`src/rtl/video_coord_tagger_if.sv`:
```
// Beat stream bundle for video_coord_tagger: AXI-style video input plus coordinate-tagged output.
// slave = tagger view, master = source/sink view.
interface video_coord_tagger_if #(
    parameter int DATA_WIDTH = 8,
    parameter int X_WIDTH    = 12,
    parameter int Y_WIDTH    = 12
);
    logic                  s_vtvalid;
    logic [DATA_WIDTH-1:0] s_vtdata;
    logic                  s_vtlast;
    logic                  s_vtready;
    logic                  m_valid;
    logic [DATA_WIDTH-1:0] m_data;
    logic [X_WIDTH-1:0]    m_x;
    logic [Y_WIDTH-1:0]    m_y;
    logic                  m_sof;
    logic                  m_eol;
    logic                  m_eof;
    logic                  m_ready;

    modport slave (
        input  s_vtvalid, s_vtdata, s_vtlast, m_ready,
        output s_vtready, m_valid, m_data, m_x, m_y, m_sof, m_eol, m_eof
    );

    modport master (
        output s_vtvalid, s_vtdata, s_vtlast, m_ready,
        input  s_vtready, m_valid, m_data, m_x, m_y, m_sof, m_eol, m_eof
    );
endinterface

```
`src/rtl/video_coord_tagger.sv`:
```
// Tags video beats with x/y and SOF/EOL/EOF, flags early/late tlast; 1-cycle latency, full throughput.
// Backpressure: 2-entry skid buffer, s_vtready registered. Optional counters: VIDEO_COORD_TAGGER_ERRCNT_EN.
module video_coord_tagger #(
    parameter int DATA_WIDTH = 8,
    parameter int H_ACTIVE   = 640,
    parameter int V_ACTIVE   = 480,
    parameter int X_WIDTH    = 12,
    parameter int Y_WIDTH    = 12
) (
    input  logic clk,
    input  logic rst,
    input  logic en,
    video_coord_tagger_if.slave vif,
    output logic err_early,
    output logic err_late,
    output logic frame_done
`ifdef VIDEO_COORD_TAGGER_ERRCNT_EN
    ,
    output logic [15:0] err_early_cnt,
    output logic [15:0] err_late_cnt
`endif
);
    localparam logic ST_IDLE = 1'b0;
    localparam logic ST_RUN  = 1'b1;
    localparam logic [X_WIDTH-1:0] X_LAST = X_WIDTH'(H_ACTIVE - 1);
    localparam logic [Y_WIDTH-1:0] Y_LAST = Y_WIDTH'(V_ACTIVE - 1);

    typedef struct packed {
        logic [DATA_WIDTH-1:0] data;
        logic [X_WIDTH-1:0]    x;
        logic [Y_WIDTH-1:0]    y;
        logic                  sof;
        logic                  eol;
        logic                  eof;
    } beat_t;

    logic               state, state_nxt;
    logic [1:0]         occ, occ_nxt;
    logic               ready_q;
    logic [X_WIDTH-1:0] x;
    logic [Y_WIDTH-1:0] y;
    beat_t              head, tail, in_beat;
    logic               acc, ret, x_last, y_last, line_end;

    assign acc      = vif.s_vtvalid & ready_q;
    assign ret      = (occ != 2'd0) & vif.m_ready;
    assign x_last   = (x == X_LAST);
    assign y_last   = (y == Y_LAST);
    assign line_end = vif.s_vtlast | x_last;
    assign occ_nxt  = occ + {1'b0, acc} - {1'b0, ret};

    always_comb begin
        in_beat      = '0;
        in_beat.data = vif.s_vtdata;
        in_beat.x    = x;
        in_beat.y    = y;
        in_beat.sof  = (x == '0) && (y == '0);
        in_beat.eol  = line_end;
        in_beat.eof  = line_end & y_last;
    end

    // en only matters at frame boundaries: leaving IDLE, or on the accepted EOF beat
    always_comb begin
        state_nxt = state;
        if (state == ST_IDLE) begin
            if (en) state_nxt = ST_RUN;
        end else if (acc && in_beat.eof && !en) begin
            state_nxt = ST_IDLE;
        end
    end

    always_ff @(posedge clk) begin
        if (rst) begin
            state      <= ST_IDLE;
            occ        <= 2'd0;
            ready_q    <= 1'b0;
            x          <= '0;
            y          <= '0;
            head       <= '0;
            tail       <= '0;
            err_early  <= 1'b0;
            err_late   <= 1'b0;
            frame_done <= 1'b0;
        end else begin
            state   <= state_nxt;
            occ     <= occ_nxt;
            // Ready follows next occupancy so a full buffer never sees another accept
            ready_q <= (state_nxt == ST_RUN) && (occ_nxt < 2'd2);

            if (ret) begin
                if (occ == 2'd2) head <= tail;
                else if (acc)    head <= in_beat;
                if (occ == 2'd2 && acc) tail <= in_beat;
            end else if (acc) begin
                if (occ == 2'd0) head <= in_beat;
                else             tail <= in_beat;
            end

            if (acc) begin
                if (line_end) begin
                    x <= '0;
                    y <= y_last ? '0 : y + 1'b1;
                end else begin
                    x <= x + 1'b1;
                end
            end

            err_early  <= acc & vif.s_vtlast & ~x_last;
            err_late   <= acc & ~vif.s_vtlast & x_last;
            frame_done <= acc & in_beat.eof;
        end
    end

`ifdef VIDEO_COORD_TAGGER_ERRCNT_EN
    always_ff @(posedge clk) begin
        if (rst) begin
            err_early_cnt <= 16'd0;
            err_late_cnt  <= 16'd0;
        end else begin
            if (err_early && err_early_cnt != 16'hFFFF) err_early_cnt <= err_early_cnt + 16'd1;
            if (err_late && err_late_cnt != 16'hFFFF)   err_late_cnt  <= err_late_cnt + 16'd1;
        end
    end
`endif

    assign vif.s_vtready = ready_q;
    assign vif.m_valid   = (occ != 2'd0);
    assign vif.m_data    = head.data;
    assign vif.m_x       = head.x;
    assign vif.m_y       = head.y;
    assign vif.m_sof     = head.sof;
    assign vif.m_eol     = head.eol;
    assign vif.m_eof     = head.eof;
endmodule
```
`src/flat_wrapper.sv`:
```
// flat-port wrapper written by rule: the top's interface ports become plain ports
module video_coord_tagger_flat 
#(
    parameter int DATA_WIDTH = 8,
    parameter int H_ACTIVE   = 640,
    parameter int V_ACTIVE   = 480,
    parameter int X_WIDTH    = 12,
    parameter int Y_WIDTH    = 12
)
  (clk, rst, en, err_early, err_late, frame_done, vif_s_vtvalid, vif_s_vtdata, vif_s_vtlast, vif_m_ready, vif_s_vtready, vif_m_valid, vif_m_data, vif_m_x, vif_m_y, vif_m_sof, vif_m_eol, vif_m_eof);
  video_coord_tagger_if #(.DATA_WIDTH(DATA_WIDTH), .X_WIDTH(X_WIDTH), .Y_WIDTH(Y_WIDTH)) vif_i ();
  input  logic clk;
  input  logic rst;
  input  logic en;
  output logic err_early;
  output logic err_late;
  output logic frame_done;
  input wire logic [$bits(vif_i.s_vtvalid)-1:0] vif_s_vtvalid;
  input wire logic [$bits(vif_i.s_vtdata)-1:0] vif_s_vtdata;
  input wire logic [$bits(vif_i.s_vtlast)-1:0] vif_s_vtlast;
  input wire logic [$bits(vif_i.m_ready)-1:0] vif_m_ready;
  output wire logic [$bits(vif_i.s_vtready)-1:0] vif_s_vtready;
  output wire logic [$bits(vif_i.m_valid)-1:0] vif_m_valid;
  output wire logic [$bits(vif_i.m_data)-1:0] vif_m_data;
  output wire logic [$bits(vif_i.m_x)-1:0] vif_m_x;
  output wire logic [$bits(vif_i.m_y)-1:0] vif_m_y;
  output wire logic [$bits(vif_i.m_sof)-1:0] vif_m_sof;
  output wire logic [$bits(vif_i.m_eol)-1:0] vif_m_eol;
  output wire logic [$bits(vif_i.m_eof)-1:0] vif_m_eof;
  assign vif_i.s_vtvalid = vif_s_vtvalid;
  assign vif_i.s_vtdata = vif_s_vtdata;
  assign vif_i.s_vtlast = vif_s_vtlast;
  assign vif_i.m_ready = vif_m_ready;
  assign vif_s_vtready = vif_i.s_vtready;
  assign vif_m_valid = vif_i.m_valid;
  assign vif_m_data = vif_i.m_data;
  assign vif_m_x = vif_i.m_x;
  assign vif_m_y = vif_i.m_y;
  assign vif_m_sof = vif_i.m_sof;
  assign vif_m_eol = vif_i.m_eol;
  assign vif_m_eof = vif_i.m_eof;
  video_coord_tagger #(.DATA_WIDTH(DATA_WIDTH), .H_ACTIVE(H_ACTIVE), .V_ACTIVE(V_ACTIVE), .X_WIDTH(X_WIDTH), .Y_WIDTH(Y_WIDTH)) u_core (.clk(clk), .rst(rst), .en(en), .vif(vif_i), .err_early(err_early), .err_late(err_late), .frame_done(frame_done));
endmodule
```
`config.mk`:
```
export PLATFORM = sky130hd
export DESIGN_NAME = video_coord_tagger_flat
export DESIGN_NICKNAME = d
export VERILOG_FILES = /design/src/rtl/video_coord_tagger_if.sv /design/src/rtl/video_coord_tagger.sv /design/src/flat_wrapper.sv
export SDC_FILE = /design/constraint.sdc
export NUM_CORES = 1
export LEC_CHECK = 0
export CAP_MARGIN = 40
export CELL_PAD_IN_SITES_DETAIL_PLACEMENT = 1
export CELL_PAD_IN_SITES_GLOBAL_PLACEMENT = 2
export CORE_MARGIN = 1.5
export CORE_UTILIZATION = 32
export DETAILED_ROUTE_END_ITERATION = 8
export GPL_TIMING_DRIVEN = 0
export PLACE_DENSITY_LB_ADDON = 0.25
export SYNTH_ARGS = -nofsm -noshare
export SYNTH_HDL_FRONTEND = slang
export SYNTH_SLANG_ARGS = --single-unit
```
`constraint.sdc`:
```
create_clock -name clk -period 2.3 [get_ports clk]
set_clock_uncertainty 0.1 [all_clocks]
set_input_delay 0.46 -clock clk [delete_from_list [all_inputs] [get_ports clk]]
set_output_delay 0.46 -clock clk [all_outputs]
set_load 0.02 [all_outputs]
```
==> summary by stage <==
Floorplanning
The number of cell rows is 42. The placeable core region is 13200 um2. The floorplan step defined a die boundary enclosing 14200 um2. The starting utilization of the core area is 0.327. Measured along the x axis, the die boundary spans between 100 and 150 um.

The I/O pin count is 54. The die is 119 um tall.

Setup path
For the worst setup path, the data required time is 2420 ps. The arrival time of the worst setup path is 2350 ps. The highest fanout seen on the critical path is 10. The worst setup path is launched from a flip-flop. The kind of capture point of the worst setup path is a flip-flop. The critical path class is flip-flop to flip-flop.

STA
After routing, the total negative slack on setup checks comes to 0 ps. The final number of setup-violating endpoints is 0. The number of failing hold endpoints at the final stage is 0. The timing-limited maximum frequency is 0.449 GHz.

For the finished layout, the period the worst path requires is roughly 2200 ps. For the pin with the worst max-slew slack, the measured transition is 739 ps. The final max-slew violation count is 0. The headroom to the max-slew limit is 0.508. The share of the clock period used by the worst path after layout is 0.968.

Final layout
In the final layout, flip-flops and latches occupy 2030 um2. The area growth from synthesis to layout is 26.9%. The multi-input logic area is roughly 2100 um2.

The count of fill cells added during filler insertion is 1579. The repair_antennas step left the layout with diodes totalling 0. Of the cells placed in the final design, the portion with a size suffix greater than 1 is 0.101. At the end of the flow, the number of nets in the layout was around 630.

Power and ir drop
The analysis attributes to cell leakage a power of 0.00179 uW. The peak ir drop on the vdd network is 390 uV. The post-route total power is 5410 uW. Dividing total power by cell area gives a power density of about 990 nW/um2.

Synth
Counting flops and latches in the post-synthesis netlist gives 101. After synthesis the cells add up to 4320 um2. For this run, the register share of the synthesized area comes to 0.468. The number of enable-type register cells in the synthesized netlist is 0. The number of warnings reported in the yosys synthesis log is 0. The async set or reset register ratio after synthesis is 0. The number of nets in the synthesized netlist is 565. A synthesized cell averages 7.92 um2. The most instantiated flip-flop cell in the synthesis netlist is sky130_fd_sc_hd__dfxtp_1. The number of different library cells used by synthesis comes to between 40 and 50. The number of standard cells after synthesis is 545.

Clocking
The clock tree from TritonCTS is done. The depth of the CTS H-tree is 3. The number of clock buffers inserted by TritonCTS is 9. The clock insertion delay at the later pin of the skew report is 350 ps. The number of clock sinks is 101.

The clock slew seen by the registers of the worst setup and hold paths is 70 ps. The longest clock path from root to sink contains 2 buffers. The clock root buffer is sky130_fd_sc_hd__clkbuf_16.

Drt
The count of unresolved DRC violations after routing is 0. The detailed router finished its first iteration with between 200 and 250 violations. The first-pass detailed-route iteration total is 4. After detailed routing, the average wire length per cell comes to 18.1 um.

Dividing the detail-routed via count by the number of cells gives 5.26. The wire length after detailed routing is 14300 um. Detailed routing inserted a total of 4150 vias. The detail route stage leaves a number of antenna-violating nets equal to 0.

Status
The run finished with clean final reports.

Placed design
Routability-driven placement finished with a final weighted congestion of 0.811. The detailed placement HPWL is 10200 um. The count of buffers added on input and output ports is 52.

Global route
The total routing resource utilization after global routing is 0.209. The global-route wire length before repair is between 20000 and 25000 um. The number of global-route vias before repair is 4252.

The total overflow left after global routing is 0. Entering global routing, the biggest net connects 16 pins. The number of antenna violations at the first check in global routing is 0.

Hold path
The tightest min-delay check is of the flip-flop to flip-flop type.

Flow run
Across the run, the number of max-cap violations was 0.
## layout make-up
| type | count | share of cell area |
|---|---|---|
| inverter | 17 | 0.0117 |
| clock buffer | 11 | 0.0443 |
| tap | 176 | 0.0402 |
| multi-input combinational | 383 | 0.384 |
| sequential | 101 | 0.371 |
| clock inverter | 4 | 0.0133 |
| timing repair buffer | 57 | 0.101 |
| buffer | 40 | 0.0343 |
## registers in the layout, indices dropped and copies added (netlist names), 2 cells and up
name               flops
u_core.vif.m_x        12
u_core.x              12
u_core.y              12
u_core.vif.m_data      8
u_core.tail           35
u_core.vif.m_y        12
u_core.occ             2
## kinds of logic after synthesis
kind of cell               count (synthesis)  synth area share
and+or+nand+nor                          244             0.251
AOI/OAI and AO/OA                        122             0.185
adders and majority gates                  6            0.0174
xor gates and xnor gates                  11            0.0223
DFF                                      101             0.468
buffers and inverters                     61            0.0554
## worst max-delay path: stages (launching register included)
cell	delay (ps)
sky130_fd_sc_hd__dfxtp_2	360
sky130_fd_sc_hd__or4_4	570
sky130_fd_sc_hd__o31a_1	290
sky130_fd_sc_hd__buf_6	150
sky130_fd_sc_hd__buf_2	190
sky130_fd_sc_hd__o41ai_2	320
sky130_fd_sc_hd__a21oi_1	100
## placed cells by master (no fill, tap or decap), types with 3 or more instances in the layout
cell,count
sky130_fd_sc_hd__nand2_1,129
sky130_fd_sc_hd__dfxtp_1,95
sky130_fd_sc_hd__a21oi_1,59
sky130_fd_sc_hd__clkdlybuf4s50_1,52
sky130_fd_sc_hd__nor2_1,50
sky130_fd_sc_hd__a311oi_1,26
sky130_fd_sc_hd__clkbuf_2,19
sky130_fd_sc_hd__clkbuf_1,17
sky130_fd_sc_hd__inv_1,16
sky130_fd_sc_hd__nand4_1,11
sky130_fd_sc_hd__nand3_1,11
sky130_fd_sc_hd__xnor2_1,9
sky130_fd_sc_hd__clkbuf_16,9
sky130_fd_sc_hd__a211oi_1,8
sky130_fd_sc_hd__or4_1,7
sky130_fd_sc_hd__o31ai_1,6
sky130_fd_sc_hd__nor3_1,6
sky130_fd_sc_hd__ha_1,6
sky130_fd_sc_hd__dfxtp_2,6
sky130_fd_sc_hd__o21ai_0,5
sky130_fd_sc_hd__or3_1,5
sky130_fd_sc_hd__buf_4,5
sky130_fd_sc_hd__nor4_1,5
sky130_fd_sc_hd__nor2b_1,3
sky130_fd_sc_hd__buf_2,3
sky130_fd_sc_hd__o211ai_1,3
## per-stage QoR
step / worst slack, ps / cell area [um2] / util / cells / hold slack, ps
2_1_floorplan: 180 / 4320 / - / 545 / 331
5_1_grt: -7.35 / 5480 / 0.415 / 789 / 374
6_report: 73.4 / 5480 / 0.415 / 789 / 357
3_3_place_gp: -850 / 5060 / 0.383 / 773 / 342
3_5_place_dp: -758 / 5060 / 0.384 / 774 / 345
4_1_cts: 3.68 / 5410 / 0.410 / 788 / 358
## routing by layer
metal,GRT usage,share of wire,up-vias
li1,-,-,2022
met1,0.272,0.47,2044
met2,0.351,0.48,67
met3,0.0316,0.034,17
met4,0.0753,0.020,0
met5,0,0,-
## power breakdown
part	total, uW	internal (uW)	switching [uW]
Combinational	1650	652	998
Sequential	2110	1960	147
Clock	1650	977	671
Total	5410	3590	1820
## timing repair
action | in CTS | in global routing
resized for setup | 20 | 25
setup endpoints to repair | 86 | 77
hold buffers | 0 | 0
pin swaps | 1 | 1
buffers inserted | 1 | 3
## final timing paths
kind / from / endpoint / slack, ps / depth (start not counted)
worst max register to register: u_core.x[7] / u_core.y[5] / 70 / 6
worst min-delay path: u_core.tail[9] / u_core.tail[9] / 360 / 2
worst min register to register: u_core.tail[9] / u_core.tail[9] / 360 / 2
worst max-delay path: u_core.x[7] / u_core.y[5] / 70 / 6
## cells in the mapped netlist, types with 2 or more instances
master,n,share of area
sky130_fd_sc_hd__a211oi_1,9,0.016
sky130_fd_sc_hd__a21oi_1,59,0.068
sky130_fd_sc_hd__a311oi_1,26,0.053
sky130_fd_sc_hd__a31oi_1,2,0.0029
sky130_fd_sc_hd__and3_1,2,0.0029
sky130_fd_sc_hd__and4_1,2,0.0041
sky130_fd_sc_hd__buf_2,2,0.0023
sky130_fd_sc_hd__clkbuf_1,40,0.035
sky130_fd_sc_hd__dfxtp_1,101,0.47
sky130_fd_sc_hd__ha_1,6,0.017
sky130_fd_sc_hd__inv_1,16,0.014
sky130_fd_sc_hd__nand2_1,130,0.11
sky130_fd_sc_hd__nand2b_1,2,0.0029
sky130_fd_sc_hd__nand3_1,11,0.013
sky130_fd_sc_hd__nand4_1,11,0.016
sky130_fd_sc_hd__nor2_1,51,0.044
sky130_fd_sc_hd__nor2b_1,3,0.0043
sky130_fd_sc_hd__nor3_1,6,0.0070
sky130_fd_sc_hd__nor4_1,6,0.0087
sky130_fd_sc_hd__o211ai_1,3,0.0052
sky130_fd_sc_hd__o21ai_0,6,0.0070
sky130_fd_sc_hd__o31ai_1,7,0.012
sky130_fd_sc_hd__o41ai_1,3,0.0061
sky130_fd_sc_hd__or3_1,5,0.0072
sky130_fd_sc_hd__or4_1,7,0.012
sky130_fd_sc_hd__or4b_1,2,0.0046
sky130_fd_sc_hd__xnor2_1,9,0.018
sky130_fd_sc_hd__xor2_1,2,0.0041
No activity file was read; power rests on OpenSTA's default activity.
